## src/rtl/out_port_uart_tx_if.sv

```systemverilog
// Purpose: bundles the output-port capture inputs and the UART/status outputs
//          of out_port_uart_tx into one interface.
// Signals:
//   din        processor output port value (uo_out)
//   cap_en     1 = sample din this cycle
//   tx         UART serial out, idle high
//   busy       frame on the line or FIFO non-empty
//   fifo_count FIFO occupancy, 0..FIFO_DEPTH
//   overflow   sticky: a captured value was dropped on a full FIFO
// Modports: master = producer/observer side, slave = the UART block.
interface out_port_uart_tx_if #(
    parameter int unsigned FIFO_DEPTH = 4
);
    localparam int unsigned CW = $clog2(FIFO_DEPTH) + 1;

    logic [7:0]    din;
    logic          cap_en;
    logic          tx;
    logic          busy;
    logic [CW-1:0] fifo_count;
    logic          overflow;

    modport master (
        output din, cap_en,
        input  tx, busy, fifo_count, overflow
    );

    modport slave (
        input  din, cap_en,
        output tx, busy, fifo_count, overflow
    );
endinterface

```

## src/rtl/out_port_uart_tx.sv

```systemverilog
// Purpose: samples the processor output port every clock, queues each new
//          value in a small FIFO and serialises it as 8N1 UART frames.
//          Values arriving on a full FIFO are dropped and flagged (sticky).
// Ports:
//   i_clk  system clock, rising edge
//   i_rst  synchronous active-high reset
//   bus    out_port_uart_tx_if.slave: din/cap_en in; tx/busy/fifo_count/overflow out
module out_port_uart_tx #(
    parameter int unsigned CLKS_PER_BIT = 868,
    parameter int unsigned FIFO_DEPTH   = 4
) (
    input  logic                 i_clk,
    input  logic                 i_rst,
    out_port_uart_tx_if.slave    bus
);
    localparam int unsigned CW = $clog2(FIFO_DEPTH) + 1;
    localparam int unsigned PW = $clog2(FIFO_DEPTH);
    localparam int unsigned BW = $clog2(CLKS_PER_BIT);

    typedef enum logic [1:0] {
        S_IDLE  = 2'd0,
        S_START = 2'd1,
        S_DATA  = 2'd2,
        S_STOP  = 2'd3
    } state_t;

    state_t        r_state, w_state_nxt;
    logic          r_tx, w_tx_nxt;
    logic [BW-1:0] r_baud, w_baud_nxt;
    logic [2:0]    r_bit, w_bit_nxt;
    logic [7:0]    r_shift, w_shift_nxt;

    logic [7:0]    r_mem [FIFO_DEPTH];
    logic [PW-1:0] r_rd, r_wr;
    logic [CW-1:0] r_count;
    logic [7:0]    r_last;
    logic          r_first;
    logic          r_ovf;

    logic w_pop, w_new, w_full, w_push, w_drop, w_baud_done;

    // Change detector: first sample after reset always counts as new.
    assign w_pop       = (r_state == S_IDLE) && (r_count != '0);
    assign w_new       = bus.cap_en && (r_first || (bus.din != r_last));
    assign w_full      = (r_count == CW'(FIFO_DEPTH));
    assign w_push      = w_new && (!w_full || w_pop);
    assign w_drop      = w_new && w_full && !w_pop;
    assign w_baud_done = (r_baud == BW'(CLKS_PER_BIT - 1));

    // TX FSM state register
    always_ff @(posedge i_clk) begin
        if (i_rst) begin
            r_state <= S_IDLE;
            r_tx    <= 1'b1;
            r_baud  <= '0;
            r_bit   <= '0;
            r_shift <= '0;
        end else begin
            r_state <= w_state_nxt;
            r_tx    <= w_tx_nxt;
            r_baud  <= w_baud_nxt;
            r_bit   <= w_bit_nxt;
            r_shift <= w_shift_nxt;
        end
    end

    // TX FSM next-state; baud counter restarts on every state entry
    always_comb begin
        w_state_nxt = r_state;
        w_tx_nxt    = r_tx;
        w_baud_nxt  = r_baud + BW'(1);
        w_bit_nxt   = r_bit;
        w_shift_nxt = r_shift;
        unique case (r_state)
            S_IDLE: begin
                w_tx_nxt   = 1'b1;
                w_baud_nxt = '0;
                if (w_pop) begin
                    w_shift_nxt = r_mem[r_rd];
                    w_tx_nxt    = 1'b0;
                    w_bit_nxt   = '0;
                    w_state_nxt = S_START;
                end
            end
            S_START: begin
                if (w_baud_done) begin
                    w_baud_nxt  = '0;
                    w_tx_nxt    = r_shift[0];
                    w_state_nxt = S_DATA;
                end
            end
            S_DATA: begin
                if (w_baud_done) begin
                    w_baud_nxt = '0;
                    if (r_bit == 3'd7) begin
                        w_tx_nxt    = 1'b1;
                        w_state_nxt = S_STOP;
                    end else begin
                        // LSB is on the line; shift and present the next bit
                        w_tx_nxt    = r_shift[1];
                        w_shift_nxt = {1'b0, r_shift[7:1]};
                        w_bit_nxt   = r_bit + 3'd1;
                    end
                end
            end
            S_STOP: begin
                if (w_baud_done) begin
                    w_baud_nxt  = '0;
                    w_tx_nxt    = 1'b1;
                    w_state_nxt = S_IDLE;
                end
            end
            default: begin
                w_state_nxt = S_IDLE;
                w_tx_nxt    = 1'b1;
                w_baud_nxt  = '0;
            end
        endcase
    end

    // Capture FIFO and change-detect state; dropped values still update last_val
    always_ff @(posedge i_clk) begin
        if (i_rst) begin
            r_rd    <= '0;
            r_wr    <= '0;
            r_count <= '0;
            r_last  <= 8'h00;
            r_first <= 1'b1;
            r_ovf   <= 1'b0;
        end else begin
            if (w_new) begin
                r_last  <= bus.din;
                r_first <= 1'b0;
            end
            if (w_drop) begin
                r_ovf <= 1'b1;
            end
            if (w_push) begin
                r_wr <= r_wr + PW'(1);
            end
            if (w_pop) begin
                r_rd <= r_rd + PW'(1);
            end
            if (w_push && !w_pop) begin
                r_count <= r_count + CW'(1);
            end else if (w_pop && !w_push) begin
                r_count <= r_count - CW'(1);
            end
        end
    end

    // Storage array carries no reset; occupancy is tracked by pointers/count
    always_ff @(posedge i_clk) begin
        if (w_push && !i_rst) begin
            r_mem[r_wr] <= bus.din;
        end
    end

    assign bus.tx         = r_tx;
    assign bus.fifo_count = r_count;
    assign bus.overflow   = r_ovf;
    assign bus.busy       = (r_state != S_IDLE) || (r_count != '0);
endmodule

```

## src/flat_wrapper.sv

```systemverilog
// flat-port wrapper written by rule: the top's interface ports become plain ports
module out_port_uart_tx_flat 
#(
    parameter int unsigned CLKS_PER_BIT = 868,
    parameter int unsigned FIFO_DEPTH   = 4
)
  (i_clk, i_rst, bus_din, bus_cap_en, bus_tx, bus_busy, bus_fifo_count, bus_overflow);
  out_port_uart_tx_if #(.FIFO_DEPTH(FIFO_DEPTH)) bus_i ();
  input  logic i_clk;
  input  logic i_rst;
  input wire logic [$bits(bus_i.din)-1:0] bus_din;
  input wire logic [$bits(bus_i.cap_en)-1:0] bus_cap_en;
  output wire logic [$bits(bus_i.tx)-1:0] bus_tx;
  output wire logic [$bits(bus_i.busy)-1:0] bus_busy;
  output wire logic [$bits(bus_i.fifo_count)-1:0] bus_fifo_count;
  output wire logic [$bits(bus_i.overflow)-1:0] bus_overflow;
  assign bus_i.din = bus_din;
  assign bus_i.cap_en = bus_cap_en;
  assign bus_tx = bus_i.tx;
  assign bus_busy = bus_i.busy;
  assign bus_fifo_count = bus_i.fifo_count;
  assign bus_overflow = bus_i.overflow;
  out_port_uart_tx #(.CLKS_PER_BIT(CLKS_PER_BIT), .FIFO_DEPTH(FIFO_DEPTH)) u_core (.i_clk(i_clk), .i_rst(i_rst), .bus(bus_i));
endmodule
```

## config.mk

```make
export PLATFORM = sky130hd
export DESIGN_NAME = out_port_uart_tx_flat
export DESIGN_NICKNAME = d
export VERILOG_FILES = /design/src/rtl/out_port_uart_tx_if.sv /design/src/rtl/out_port_uart_tx.sv /design/src/flat_wrapper.sv
export SDC_FILE = /design/constraint.sdc
export NUM_CORES = 1
export LEC_CHECK = 0
export ABC_AREA = 1
export CAP_MARGIN = 20
export CORE_MARGIN = 2
export CORE_UTILIZATION = 30
export CTS_BUF_LIST = sky130_fd_sc_hd__clkbuf_16
export DETAILED_ROUTE_END_ITERATION = 6
export GPL_TIMING_DRIVEN = 0
export SLEW_MARGIN = 5
export SYNTH_ARGS = -nofsm -noshare
export SYNTH_HDL_FRONTEND = slang
export SYNTH_SLANG_ARGS = --single-unit
```

## constraint.sdc

```tcl
create_clock -name i_clk -period 2.8 [get_ports i_clk]
set_input_delay 0.28 -clock i_clk [delete_from_list [all_inputs] [get_ports i_clk]]
set_output_delay 0.28 -clock i_clk [all_outputs]
set_load 0.02 [all_outputs]
```

==> impl_metrics.env <==
export IMPL_fp_dieW_um=111
export IMPL_run_status="finished clean"
export IMPL_insertion_delay_ps=330
export IMPL_tns_ps=0
export IMPL_critPathMaxStageDelay_ps=610
export IMPL_n_fill_cell=1148
export IMPL_ir_worst_vdd_mv=0.325
export IMPL_io_pins=17
export IMPL_path_max_fanout=7
export IMPL_grt_antenna_before_repair=0
export IMPL_rsz0062_at_grt="false"
export IMPL_yosysWarnings=0
export IMPL_drtPass1Iterations=4
export IMPL_synth_area_leaders="edfxtp_1 28%, dfxtp_1 25%, nand2_1 7.4%, nor2_1 7.3%, inv_1 5.4%"
export IMPL_timing_slew_headroom=0.472
export IMPL_hpwl_um=4860
export IMPL_cts_hold_buf=0
export IMPL_utilization=0.359
export IMPL_cts_buffer_depth=2
export IMPL_antenna_left=0
export IMPL_grt_usage=0.116
export IMPL_initial_core_util=0.305
export IMPL_required_ps=3020
export IMPL_power_mw=3.69
export IMPL_core_sq_um=11300
export IMPL_post_drt_wl_per_cell_um=11.7
export IMPL_drt_wl_total_um=6770
export IMPL_htreeDepth=3
export IMPL_cts_setup_buffers=0
export IMPL_powerDensity_nw_per_um2=908
export IMPL_row_count=39
export IMPL_synthesis_area_sq_um=3460
export IMPL_cts_root_buf="clkbuf_16"
export IMPL_crit_family="buffers and inverters"
export IMPL_place_area_sq_um=3800
export IMPL_drt_iter0_drc=121
export IMPL_dieHeight_um=111
export IMPL_leakage_nw=1.66
export IMPL_start_kind="input pin"
export IMPL_grt_pass1_wl_um=11500
export IMPL_hold_violations=0
export IMPL_first_global_vias=2502
export IMPL_fmax_mhz=413
export IMPL_viasPerCell=4.45
export IMPL_path_cells="clkdlybuf4s50_1, inv_1, nand2_1, nand2_1, nor3_1, nand3_2, nand3_1, inv_2, ha_1, inv_1, fa_1, o21ai_0, a21oi_1"
export IMPL_worst_slew_pin_slew_ps=790
export IMPL_dieArea_sq_um=12400
export IMPL_finalClockSkew_ps=5.22
export IMPL_clkTransAtPathRegs_ps=60
export IMPL_drc=0
export IMPL_diodes=0
export IMPL_final_area_sq_um=4060
export IMPL_cts_buffers=9
export IMPL_io_buffers=16
export IMPL_syn_mean_instance_area_sq_um=8.62
export IMPL_crit_slowest_cell="clkdlybuf4s50_1"
export IMPL_synth_top_cell_area_share=0.278
export IMPL_min_period_ps=2420
export IMPL_syn_to_final_growth_pct=17.4
export IMPL_synth_cell_types=33
export IMPL_crit_buf_inv=4
export IMPL_fin_nets=453
export IMPL_ys_ff_latch=75
export IMPL_place_gp_congestion=0.740
export IMPL_ys_seq_area_frac=0.527
export IMPL_hp_class="flop to flop"
export IMPL_netlist_top_cell_by_area="edfxtp_1"
export IMPL_drive_above_1_share=0.104
export IMPL_overflow=0
export IMPL_mostFrequentLayoutCells="68 x nand2_1, 67 x nor2_1, 52 x inv_1, 43 x dfxtp_1, 32 x edfxtp_1"
export IMPL_cts_tree="built"
export IMPL_drv_slew=0
export IMPL_setup_viol=0
export IMPL_end_kind="flop"
export IMPL_fin_crit_sh=0.865
export IMPL_vias=2561
export IMPL_synthCells=401
export IMPL_grt_max_degree=13
export IMPL_final_common_cell="nand2_1"
export IMPL_cts_resized=0
export IMPL_cap_viol_max_count=0
export IMPL_syn_nets=426
export IMPL_critPathKind="input pin to flop"
export IMPL_cts_sinks=75
export IMPL_arrival_ps=2640
-- worst register-to-register path, stage by stage, from the launching register on --
cell     delay [ps]
dfxtp_1         330
inv_1           130
ha_1            200
inv_1            90
nand3_1         170
nand3_1         150
inv_2            90
ha_1            130
inv_1            60
fa_1            380
a21oi_1         140
o21ai_0         120
o21ai_0         170
a21oi_1          60
-- power breakdown --
group | switching (mW) | internal, mW | leakage [nW]
clock network | 0.427 | 0.587 | 0.135
registers | 0.104 | 1.29 | 0.644
logic | 0.802 | 0.477 | 0.879
-- path summary, 6_finish.rpt --
check | cells after the start | start | endpoint | slack [ps]
max | 13 | bus_din[2] | u_core.bus.fifo_count[1] | 380
min | 1 | u_core.r_baud[0] | u_core.r_baud[0] | 450
max reg2reg | 13 | u_core.r_state[0] | u_core.bus.fifo_count[2] | 480
min reg2reg | 1 | u_core.r_baud[0] | u_core.r_baud[0] | 450
-- routing by layer --
layer  routed length [um]  track usage
met5                    0            0
met2                 3390        0.208
met3                  171       0.0343
met4                  122       0.0494
met1                 3080        0.129
-- state kept, by name (all words and copies together), names as in the netlist, 2 cells and up, named ones only --
| signal | count |
|---|---|
| u_core.r_mem | 32 |
| u_core.r_baud | 10 |
| u_core.r_last | 8 |
| u_core.r_shift | 8 |
| u_core.bus.fifo_count | 3 |
| u_core.r_bit | 3 |
| u_core.r_rd | 2 |
| u_core.r_state | 2 |
| u_core.r_wr | 2 |
-- final cells by class --
type                    instances  area [sq um]  share of cell area
multi-input cells             261          1380               0.339
clock buffers                   9           225              0.0555
clock inverters                 7          37.5             0.00925
well taps                     143           179              0.0441
repair buffers                 16           160              0.0395
flip-flops and latches         75          1820               0.449
inverters                      58           218              0.0536
plain buffers                   7          42.5              0.0105
-- cell families after synthesis --
kind of cell    share of synthesized area
simple gates                        0.236
flops                               0.527
compound gates                      0.104
buf+inv                            0.0753
fa+ha+maj                          0.0528
xor+xnor                          0.00507
-- cells in the mapped netlist --
library cell and number:
o21ai_1 16, ha_1 13, fa_1 1, xor2_1 2
nand2_4 2, nor3_2 1, o21ai_0 23, a31oi_1 1
and3_1 1, nor3b_1 3, nand3_1 7, nor3_1 3
nor2_2 9, nand2_1 68, clkbuf_1 3, or2_0 2
o21ai_2 2, dfxtp_1 43, buf_2 1, o22ai_1 7
nand4_1 7, edfxtp_1 32, nor2_4 1, o211ai_1 1
inv_1 50, nand3_4 2, buf_6 1, buf_4 2
nand3b_1 1, inv_2 8, a21oi_1 18, nand3_2 3
nor2_1 67
-- stage by stage --
step	worst slack (ps)	hold slack, ps	std cells
2_1_floorplan	745	349	401
3_3_place_gp	97.6	431	560
3_5_place_dp	40.5	446	560
4_1_cts	380	456	576
5_1_grt	113	469	576
6_report	378	447	576
No activity file was read; power rests on OpenSTA's default activity.
